==> src/rtl/hazard_ctrl.sv <==
// Pipeline hazard controller: EX operand forwarding, load-use stalls, mul/div stall sequencing with timeout.
// Optional HAZARD_PERF_CNT_EN adds saturating stall/flush performance counters.
module hazard_ctrl #(
    parameter int unsigned REG_ADDR_W    = 5,
    parameter int unsigned FWD_W         = 2,
    parameter int unsigned MD_MAX_CYCLES = 64
) (
    input  logic                  clk,
    input  logic                  rst,
    input  logic [REG_ADDR_W-1:0] id_rs1_addr,
    input  logic [REG_ADDR_W-1:0] id_rs2_addr,
    input  logic                  id_rs1_used,
    input  logic                  id_rs2_used,
    input  logic [REG_ADDR_W-1:0] ex_rs1_addr,
    input  logic [REG_ADDR_W-1:0] ex_rs2_addr,
    input  logic [REG_ADDR_W-1:0] ex_rd_addr,
    input  logic                  ex_reg_we,
    input  logic                  ex_mem_rd,
    input  logic                  ex_md_start,
    input  logic                  md_done,
    input  logic                  branch_taken_ex,
    input  logic [REG_ADDR_W-1:0] m_rd_addr,
    input  logic                  m_reg_we,
    input  logic [REG_ADDR_W-1:0] wb_rd_addr,
    input  logic                  wb_reg_we,
    output logic [FWD_W-1:0]      forward_1,
    output logic [FWD_W-1:0]      forward_2,
    output logic                  stall_pc,
    output logic                  stall_if_id,
    output logic                  stall_id_ex,
    output logic                  flush_if_id,
    output logic                  flush_id_ex,
    output logic                  flush_ex_m,
    output logic                  md_abort,
    output logic                  md_timeout,
    output logic [31:0]           stall_cycles,
    output logic [31:0]           flush_count
);

    localparam int unsigned CNT_W = $clog2(MD_MAX_CYCLES + 1);

    localparam logic [0:0] RUN     = 1'b0;
    localparam logic [0:0] MD_BUSY = 1'b1;

    localparam logic [FWD_W-1:0] FWD_NONE = FWD_W'(0);
    localparam logic [FWD_W-1:0] FWD_MEM  = FWD_W'(2);
    localparam logic [FWD_W-1:0] FWD_WB   = FWD_W'(1);

    localparam logic [REG_ADDR_W-1:0] X0 = REG_ADDR_W'(0);

    logic [0:0]       state;
    logic [0:0]       state_nxt;
    logic [CNT_W-1:0] md_cnt;
    logic [CNT_W-1:0] md_cnt_nxt;
    logic             timeout_hit;
    logic             ld_use;
    logic             m_fwd_ok;
    logic             wb_fwd_ok;

    // x0 is hardwired zero, so a write to it never needs forwarding
    assign m_fwd_ok  = m_reg_we && (m_rd_addr != X0);
    assign wb_fwd_ok = wb_reg_we && (wb_rd_addr != X0);

    // Operand forwarding; MEM holds the younger result so it wins over WB
    always_comb begin
        forward_1 = FWD_NONE;
        forward_2 = FWD_NONE;
        if (!rst) begin
            if (m_fwd_ok && (m_rd_addr == ex_rs1_addr)) begin
                forward_1 = FWD_MEM;
            end else if (wb_fwd_ok && (wb_rd_addr == ex_rs1_addr)) begin
                forward_1 = FWD_WB;
            end

            if (m_fwd_ok && (m_rd_addr == ex_rs2_addr)) begin
                forward_2 = FWD_MEM;
            end else if (wb_fwd_ok && (wb_rd_addr == ex_rs2_addr)) begin
                forward_2 = FWD_WB;
            end
        end
    end

    // Load in EX whose destination is read by the instruction in ID
    assign ld_use = ex_mem_rd && ex_reg_we && (ex_rd_addr != X0) &&
                    ((id_rs1_used && (id_rs1_addr == ex_rd_addr)) ||
                     (id_rs2_used && (id_rs2_addr == ex_rd_addr)));

    // State, busy counter and sticky timeout flag
    always_ff @(posedge clk) begin
        if (rst) begin
            state      <= RUN;
            md_cnt     <= CNT_W'(0);
            md_timeout <= 1'b0;
        end else begin
            state  <= state_nxt;
            md_cnt <= md_cnt_nxt;
            if (timeout_hit) begin
                md_timeout <= 1'b1;
            end
        end
    end

    // Next state and combinational stall/flush controls
    always_comb begin
        state_nxt   = state;
        md_cnt_nxt  = md_cnt;
        timeout_hit = 1'b0;
        stall_pc    = 1'b0;
        stall_if_id = 1'b0;
        stall_id_ex = 1'b0;
        flush_if_id = 1'b0;
        flush_id_ex = 1'b0;
        flush_ex_m  = 1'b0;
        md_abort    = 1'b0;

        if (!rst) begin
            case (state)
                RUN: begin
                    md_cnt_nxt = CNT_W'(0);
                    if (ex_md_start) begin
                        stall_pc    = 1'b1;
                        stall_if_id = 1'b1;
                        stall_id_ex = 1'b1;
                        flush_ex_m  = 1'b1;
                        state_nxt   = MD_BUSY;
                        md_cnt_nxt  = CNT_W'(1);
                    end else if (branch_taken_ex) begin
                        flush_if_id = 1'b1;
                        flush_id_ex = 1'b1;
                    end else if (ld_use) begin
                        stall_pc    = 1'b1;
                        stall_if_id = 1'b1;
                        flush_id_ex = 1'b1;
                    end
                end

                MD_BUSY: begin
                    if (md_done) begin
                        state_nxt  = RUN;
                        md_cnt_nxt = CNT_W'(0);
                    end else if (md_cnt == CNT_W'(MD_MAX_CYCLES)) begin
                        md_abort    = 1'b1;
                        timeout_hit = 1'b1;
                        state_nxt   = RUN;
                        md_cnt_nxt  = CNT_W'(0);
                    end else begin
                        stall_pc    = 1'b1;
                        stall_if_id = 1'b1;
                        stall_id_ex = 1'b1;
                        flush_ex_m  = 1'b1;
                        md_cnt_nxt  = md_cnt + CNT_W'(1);
                    end
                end

                default: begin
                    state_nxt  = RUN;
                    md_cnt_nxt = CNT_W'(0);
                end
            endcase
        end
    end

`ifdef HAZARD_PERF_CNT_EN
    logic [31:0] stall_cnt_q;
    logic [31:0] flush_cnt_q;

    // Saturating performance counters
    always_ff @(posedge clk) begin
        if (rst) begin
            stall_cnt_q <= 32'd0;
            flush_cnt_q <= 32'd0;
        end else begin
            if (stall_pc && (stall_cnt_q != 32'hFFFF_FFFF)) begin
                stall_cnt_q <= stall_cnt_q + 32'd1;
            end
            if (flush_if_id && (flush_cnt_q != 32'hFFFF_FFFF)) begin
                flush_cnt_q <= flush_cnt_q + 32'd1;
            end
        end
    end

    assign stall_cycles = stall_cnt_q;
    assign flush_count  = flush_cnt_q;
`else
    assign stall_cycles = 32'd0;
    assign flush_count  = 32'd0;
`endif

endmodule

==> config.mk <==
export PLATFORM = sky130hd
export DESIGN_NAME = hazard_ctrl
export DESIGN_NICKNAME = d
export VERILOG_FILES = /design/src/rtl/hazard_ctrl.sv
export SDC_FILE = /design/constraint.sdc
export NUM_CORES = 1
export LEC_CHECK = 0
export ABC_AREA = 1
export BUFFER_PORTS_ARGS = -buffer_cell sky130_fd_sc_hd__buf_2
export CAP_MARGIN = 10
export CORE_AREA = 3 3 69 71
export DETAILED_ROUTE_END_ITERATION = 10
export DIE_AREA = 0 0 72 74
export PLACE_DENSITY = 0.73
export SLEW_MARGIN = 20
export SYNTH_ARGS = -nofsm -noshare
export SYNTH_HDL_FRONTEND = slang
export SYNTH_SLANG_ARGS = --single-unit
==> constraint.sdc <==
create_clock -name clk -period 1.3 [get_ports clk]
set_input_delay 0.195 -clock clk [delete_from_list [all_inputs] [get_ports clk]]
set_output_delay 0.195 -clock clk [all_outputs]
set_load 0.02 [all_outputs]
Yosys cells after proc, flatten, opt, wreduce, memory -nomap -nowiden

Index checks and enable logic that the tools add are counted.
Widths: inputs -> output; s select.

Flip-flop bits (word level): 9
Output and inout port bits: 76
Word-level logic and storage cells: 59

Add/subtract/negate cells: 1
Eq/ne operators: 7
Muxes and demuxes: 32
Bitwise logic cells: 1
Reductions and logical operators: 15

Operators by type and width:

| cell                | count |
|---|---|
| $eq 5x5->1          | 6 |
| $mux 1              | 23 |
| $reduce_bool 5->1   | 3 |
| $mux 7              | 2 |
| $pmux 7 s2          | 1 |
| $logic_and 1x1->1   | 11 |
| $mux 2              | 4 |
| $add 7x1->7 const B | 1 |
| $eq 7x7->1 const B  | 1 |
| $pmux 1 s2          | 2 |
| $logic_or 1x1->1    | 1 |
| $not 1->1           | 1 |

Depth between registers and ports, before layout

Gate-level depths: netlist (run 1).

Depth in word-level cells: 9
Depth in mapped cells: 12

Worst setup path before layout (run 1)

OpenSTA, ideal clock, no wires.

Path kind: reg2out
From: reg md_cnt[0]
To: out stall_pc
Arrival: 1,376 ps
Path slack: -271 ps
Stages on the path, launching flop included: 13
Buffers on the path: 1
Path through: dfxtp_1 -> inv_1 -> ha_1 -> nand2_1 -> inv_1 -> nand3_2 -> nand2_1 -> nand2_1 -> nand2_1 -> nor2_1 -> nand3_1 -> nand2_1 -> buf_4

Word-level cells in the longest chain between the ends: 5

RTL lines:

| item                   | RTL line | RTL |
|---|---|---|
| start, declared        | 53       | `logic [CNT_W-1:0] md_cnt;` |
| start signal, assigned | 96       | `md_cnt <= md_cnt_nxt;` |
| $eq 7x7->1             | 141      | `end else if (md_cnt == CNT_W'(MD_MAX_CYCLES)) begin` |
| $mux 1 (2 in series)   | --       |  |
| $pmux 1 s2             | --       |  |
| $mux 1                 | --       |  |
| end, declared          | 28       | `output logic stall_pc,` |

No other way between the ends.

Final worst setup path (run 1)

From: reg md_cnt[1]
To: out stall_pc

Word-level cells in the longest chain between the ends: 5

RTL lines:

| item       | RTL line | RTL |
|---|---|---|
| $eq 7x7->1 | 141      |  |
| $mux 1     | 141      |  |
| $mux 1     | 138      | `if (md_done) begin` |
| $pmux 1 s2 | 117      | `case (state)` |
| $mux 1     | 116      | `if (!rst) begin` |

No other way between the ends.

==> flow_summary.toml, run 1 <==
[timing]
hold_viol = 0
fmax_mhz = 592.6
setup_viol_count_final = 10
min_period_over_period = 1.298
rsz0062_at_grt = "yes"
finalWorstSetupSlack_ns = -0.3875
clock_skew_ns = 0.0009702
slew_viol_final = 0
layout_min_cycle_time_ns = 1.687

[placed_design]
dp_hpwl_um = 2798
place.gp.congestion = 0.7727
dp_slack_ns = -0.1646
dp_cells = 346
io_buffers = 57

[critical_path]
r2r_end = "md_cnt[6]"
critPathBufInv = 3
regToRegStartpoint = "md_cnt[1]"
crit_family = "simple AND/OR/NAND/NOR gates"
end_kind = "output port"
crit_fanout = 2
path_cells = "inv_2 -> ha_4 -> nand2_2 -> inv_2 -> nand3_2 -> nand2_2 -> nand2_2 -> nand2_2 -> nor2_2 -> nand3_2 -> nand2_2 -> buf_6"
cp.depth = 12
crit_slowest_cell = "dfxtp_2"
path_common_cell = "nand2_2"
path_class = "reg -> out"
critPathLaunchType = "flop"
r2r_setup_slack_ns = -0.05
required_ns = 1.11
rr_worst_depth = 9
slowest_delay_ns = 0.33
worstPathArrival_ns = 1.49

[global_route]
antenna_found_initial = 0
grt_overflow_total = 0
grt_pass1_wl_um = 4968
grt_pass1_vias = 1225
track_usage = 0.1152
grt_max_degree = 7

[floorplanning]
io_pins = 122
fp.dieW_um = 72
die_area_sq_mm = 0.005328
start_util = 0.3392
core-area_sq_mm = 0.004294
die_height_um = 74
num_rows = 24

[route]
drc = 0
dr.pass1.iters = 4
num_vias = 1375
postRouteAntennaNets = 0
wl_per_cell_um = 9.561
routed_wl_um = 3394
viasPerCell = 3.873
drtIter0Drc = 42

[synthesis]
yosys_warnings = 0
netlist_area_sq_mm = 0.001456
yosys.cell_types.count = 20
syn_inst = 232
ys_ff_latch = 9
ys_seq_area_frac = 0.1237
syn_area_per_cell_sq_um = 6.278

[final_layout]
regArea_sq_um = 186.4
postLayoutCoreUtil = 0.4443
nFillCells = 452
multi_input_area_sq_mm = 0.001030
drive_gt1_frac = 0.3630
syn_to_final_growth_pct = 31.01
fin_cells = 355
final_nets = 352
n_antenna_cell = 0

[clocking]
ctsRootBufferMaster = "clkbuf_8"
cts_tree = "yes"
cts_buffer_depth = 2
cts_sinks = 9
cts_buffers = 3
path_clk_slew_ns = 0.05
cts_hold_buf = 0
worstSkewPairLatency_ns = 0.23
h-tree-depth = 1

[run_status]
status = "finished, violations left"
violations = "setup timing"

[power_and_ir_drop]
leakage_nw = 1.109
p_seq_frac = 0.250
p_int_mw = 0.6817
switching_share = 0.4110
ir_worst_vdd_mv = 0.3019
pwr-share-comb = 0.468
total_power_mw = 1.157
pwr-share-clk = 0.282
p_switching_mw = 0.4757
powerDensity_mw_per_mm2 = 606.6

[hold_path]
worstHoldPathCells = 4
hold_start = "rst"
hold_end = "md_timeout"
min_path_type = "in -> reg"

[job]
drv_cap = 0
==> state kept, by name, indices dropped and copies added (netlist names) <==
register    count
md_timeout      1
md_cnt          7
state           1
==> worst max-delay path by stage <==
stage              start        to  slack [ns]
6_report       md_cnt[1]  stall_pc       -0.39
5_1_grt        md_cnt[1]  stall_pc       -0.49
4_1_cts        md_cnt[0]  stall_pc       -0.36
3_5_place_dp   md_cnt[1]  stall_pc       -0.16
3_3_place_gp   md_cnt[1]  stall_pc       -0.09
2_1_floorplan  md_cnt[0]  stall_pc       -0.16
==> layer usage <==
metal | up-vias | track usage | routed length [um]
li1 | 715 | - | -
met1 | 601 | 0.1288 | 1230
met2 | 57 | 0.2173 | 1893
met3 | 2 | 0.02838 | 262
met4 | 0 | 0.03132 | 8
met5 | - | 0 | 0
==> synth_stat cells <==
| master | count | area, sq um |
|---|---|---|
| buf_4 | 66 | 495.5 |
| nand2_1 | 41 | 153.9 |
| nor2_1 | 32 | 120.1 |
| inv_1 | 28 | 105.1 |
| nand3_1 | 14 | 70.07 |
| xnor2_1 | 11 | 96.34 |
| xor2_1 | 11 | 96.34 |
| dfxtp_1 | 9 | 180.2 |
| a21oi_1 | 3 | 15.01 |
| nor3_1 | 3 | 15.01 |
| o21ai_0 | 3 | 15.01 |
| ha_1 | 2 | 25.02 |
| nand4_1 | 2 | 12.51 |
| a31oi_1 | 1 | 6.260 |
| conb_1 | 1 | 3.750 |
| nand3_2 | 1 | 10.01 |
| nand4_2 | 1 | 12.51 |
| nor3b_2 | 1 | 12.51 |
| o21ai_1 | 1 | 5.000 |
| or2_2 | 1 | 6.260 |
==> placed cells by master (no fill, tap or decap), types with 2 or more instances in the layout <==
cell type	instances
a21oi_1	3
o21ai_0	3
dfxtp_2	2
buf_6	12
nand2_2	5
nor3_2	2
nor2_1	24
buf_4	16
nor2_2	7
xor2_1	10
nand4_1	2
nand3_2	5
inv_2	4
nand3_1	10
xnor2_2	4
buf_2	41
nand2_1	36
dfxtp_1	6
clkbuf_8	3
inv_1	24
xnor2_1	7
conb_1	64
==> power groups by stage <==
stage | Clock (mW) | Sequential [mW] | Combinational (mW)
CTS | 0.336 | 0.289 | 0.492
floorplan | 0 | 0.294 | 0.473
finish | 0.326 | 0.289 | 0.542
global placement | 0 | 0.294 | 0.455
detailed placement | 0 | 0.294 | 0.459
global route | 0.357 | 0.290 | 0.594
==> worst register-to-register path, delay by kind of cell (launching register included) <==
family,cells,cell delay [ns]
fa+ha+maj,1,0.14
buf+inv,4,0.28
flops,1,0.33
simple gates,4,0.52
==> cell families after synthesis <==
kind of cell,count (synthesis),synth area share
AO/OA/AOI/OAI,8,0.02834
XOR/XNOR,22,0.1323
adder cells (fa/ha/maj),2,0.01718
buffers and inverters,94,0.4124
flip-flops,9,0.1237
other,1,0.002575
AND/OR/NAND/NOR,96,0.2835
==> cell type report <==
cell class / count / area share
multi-input cells: 192 / 0.5397
clock inverters: 1 / 0.002623
repair buffers: 70 / 0.2492
clock buffers: 3 / 0.02164
well taps: 52 / 0.03410
flip-flops and latches: 9 / 0.09771
inverters: 28 / 0.05508
==> metrics by stage <==
stage,cell area [sq um],TNS (ns),hold WS (ns)
after floorplan,1714,-0.2790,0.4324
final,1908,-1.887,0.3718
after global routing,1908,-3.202,0.3949
after detailed placement,1625,-0.4446,0.4590
after global placement,1625,-0.2154,0.4494
after CTS,1778,-1.784,0.3632
==> what timing repair did <==
| item | CTS | global route |
|---|---|---|
| resized for setup | 24 | 31 |
| buffers inserted | 5 | 1 |
| pin swaps | 8 | 16 |
| setup endpoints to repair | 7 | 17 |
| hold endpoints to repair | 0 | 0 |
Power figures use the tool's default switching activity.
==> run 2: changes to the inputs <==
--- a/config.mk
+++ b/config.mk
@@ -6,12 +6,13 @@
 export NUM_CORES = 1
 export LEC_CHECK = 0
 export ABC_AREA = 1
-export BUFFER_PORTS_ARGS = -buffer_cell sky130_fd_sc_hd__buf_2
 export CAP_MARGIN = 10
-export CORE_AREA = 3 3 69 71
+export CORE_AREA = 3 3 56 58
 export DETAILED_ROUTE_END_ITERATION = 10
-export DIE_AREA = 0 0 72 74
-export PLACE_DENSITY = 0.73
+export DIE_AREA = 0 0 59 61
+export DONT_BUFFER_PORTS = 1
+export MAX_ROUTING_LAYER = met4
+export PLACE_DENSITY = 0.69
 export SLEW_MARGIN = 20
 export SYNTH_ARGS = -nofsm -noshare
 export SYNTH_HDL_FRONTEND = slang
==> run 2 against run 1 <==
  * The flow still finishes with violations (setup timing)
  * Cell count shrank 22%
  * Clock skew about the same
  * Count of clock-buffer cells in the layout is 1 higher
  * Critical path type unchanged
  * Critical endpoint is now md_abort
  * Highest routed layer unchanged
==> flow_summary.toml, run 2 (synthesis gave the netlist of run 1 again) <==
[critical_path]
worstPathArrival_ns = 1.45
required_ns = 1.11
rr_worst_depth = 11
regToRegStartpoint = "md_cnt[0]"
slowest_delay_ns = 0.32
critPathBufInv = 6
cp.depth = 10
path_common_cell = "buf_6"
path_cells = "inv_2 -> ha_4 -> nand2_1 -> inv_1 -> nand3_2 -> buf_4 -> buf_6 -> buf_6 -> nor2_4 -> buf_6"
critPathLaunchType = "flop"
crit_slowest_cell = "dfxtp_2"
crit_start = "md_cnt[0]"
r2r_setup_slack_ns = -0.17
crit_fanout = 2
endpoint = "md_abort"
path_class = "reg -> out"
crit_family = "buffers and inverters"
end_kind = "output port"
r2r_end = "md_cnt[6]"

[final_layout]
n_antenna_cell = 0
largest_register = "md_cnt"
regArea_sq_um = 186.4
drive_gt1_frac = 0.1504
nFillCells = 283
syn_to_final_growth_pct = -0.8594
postLayoutCoreUtil = 0.5328
multi_input_area_sq_um = 973.4
final_nets = 295
mostFrequentLayoutCell = "conb_1"
largest_reg_flops = 7
reg_top3 = "md_cnt x7, md_timeout x1, state x1"
layout_common_cells = "conb_1 (64), nand2_1 (38), nor2_1 (29), inv_1 (23), nand3_1 (13)"

[power_and_ir_drop]
total_power_mw = 0.8609
leakage_nw = 0.8281
powerDensity_mw_per_mm2 = 596.3
ir_worst_vdd_mv = 0.5971

[run_status]
violations = "setup timing"
status = "finished, violations left"

[route]
wl_per_cell_um = 9.697
postRouteAntennaNets = 0
drtIter0Drc = 35
dr.pass1.iters = 4
num_vias = 1161
viasPerCell = 4.191
routed_wl_um = 2686
drc = 0

[placed_design]
place.gp.congestion = 0.7931
dp_slack_ns = -0.08585
io_buffers = 0
dp_hpwl_um = 2419

[clocking]
cts_tree = "yes"
h-tree-depth = 1
worstSkewPairLatency_ns = 0.26
cts_buffer_depth = 2
path_clk_slew_ns = 0.06
cts_buffers = 3
cts_sinks = 9
ctsRootBufferMaster = "clkbuf_4"

[timing]
rsz0062_at_grt = "yes"
slew_viol_final = 0
layout_min_cycle_time_ns = 1.646
timing.hold.ws_ns = 0.2172
hold_viol = 0
finalSetupTns_ns = -2.403
fmax_mhz = 607.6
min_period_over_period = 1.266
setup_viol_count_final = 12
clock_skew_ns = 0.001423
finalWorstSetupSlack_ns = -0.3458

[floorplanning]
num_rows = 19
io_pins = 122
start_util = 0.5374
die_area_sq_mm = 0.003599
fp.dieW_um = 59
core-area_sq_mm = 0.002710
die_height_um = 61

[hold_path]
min_path_type = "in -> reg"

[global_route]
grt_overflow_total = 0
antenna_found_initial = 0
grt_pass1_vias = 984
grt_pass1_wl_um = 3995
grt_max_degree = 7
track_usage = 0.1456

[job]
drv_cap = 0
[run 2: changes by cell type in the layout (fill, tap and decap cells not counted), moves of 5 or more]
cell     delta
buf_6       -9
buf_4       -6
nor2_2      -6
buf_2      -41
nand2_2     -5
nor2_1      +5
[run 2: worst min-delay path by stage]
stage                     from      endpoint  slack, ns  cells after the start
after floorplan            rst    md_timeout       0.43                      3
after global placement     rst  forward_1[1]       0.47                      1
after detailed placement   rst  forward_1[1]       0.47                      1
after CTS                  rst    md_timeout       0.22                      3
after global routing       rst    md_timeout       0.25                      3
final                      rst    md_timeout       0.22                      3
[run 2: what timing repair did]
item                       4_1_cts  5_1_grt
setup buffers                    2        1
hold buffers                     0        0
gates resized for setup          9       13
setup endpoints to repair        7       15
pin swaps                        6        5
[run 2: worst register-to-register path, cell delays in order (launching register included)]
cell     delay, ns
dfxtp_2       0.33
inv_2         0.04
ha_4          0.14
nand2_1       0.04
inv_1         0.04
nand3_2       0.05
buf_4         0.10
buf_6         0.08
buf_6         0.09
buf_4         0.11
nand4_2       0.16
nor3b_2       0.22
[run 2: layer usage]
layer / global-route usage / routed length, um / vias up
met2: 0.2508 / 1376 / 65
li1: - / - / 607
met4: 0.01942 / 10 / 0
met3: 0.05745 / 328 / 4
met5: - / 0 / -
met1: 0.1631 / 970 / 485
[run 2: report_power, final]
group | switching [mW] | internal, mW | total, mW
Clock | 0.0921 | 0.118 | 0.210
Sequential | 0.00588 | 0.282 | 0.288
Combinational | 0.277 | 0.0864 | 0.363
Total | 0.375 | 0.486 | 0.861
[run 2: area by class of cell]
class | count | area share
sequential | 9 | 0.1291
timing repair buffer | 13 | 0.07539
tap | 31 | 0.02686
multi-input combinational | 192 | 0.6742
inverter | 28 | 0.07626
clock buffer | 4 | 0.01820
[run 2: metrics by stage]
stage,instance area [sq um],std cells
finish,1444,277
global route,1444,277
CTS,1396,276
detailed placement,1329,270
global placement,1329,270
floorplan,1714,295
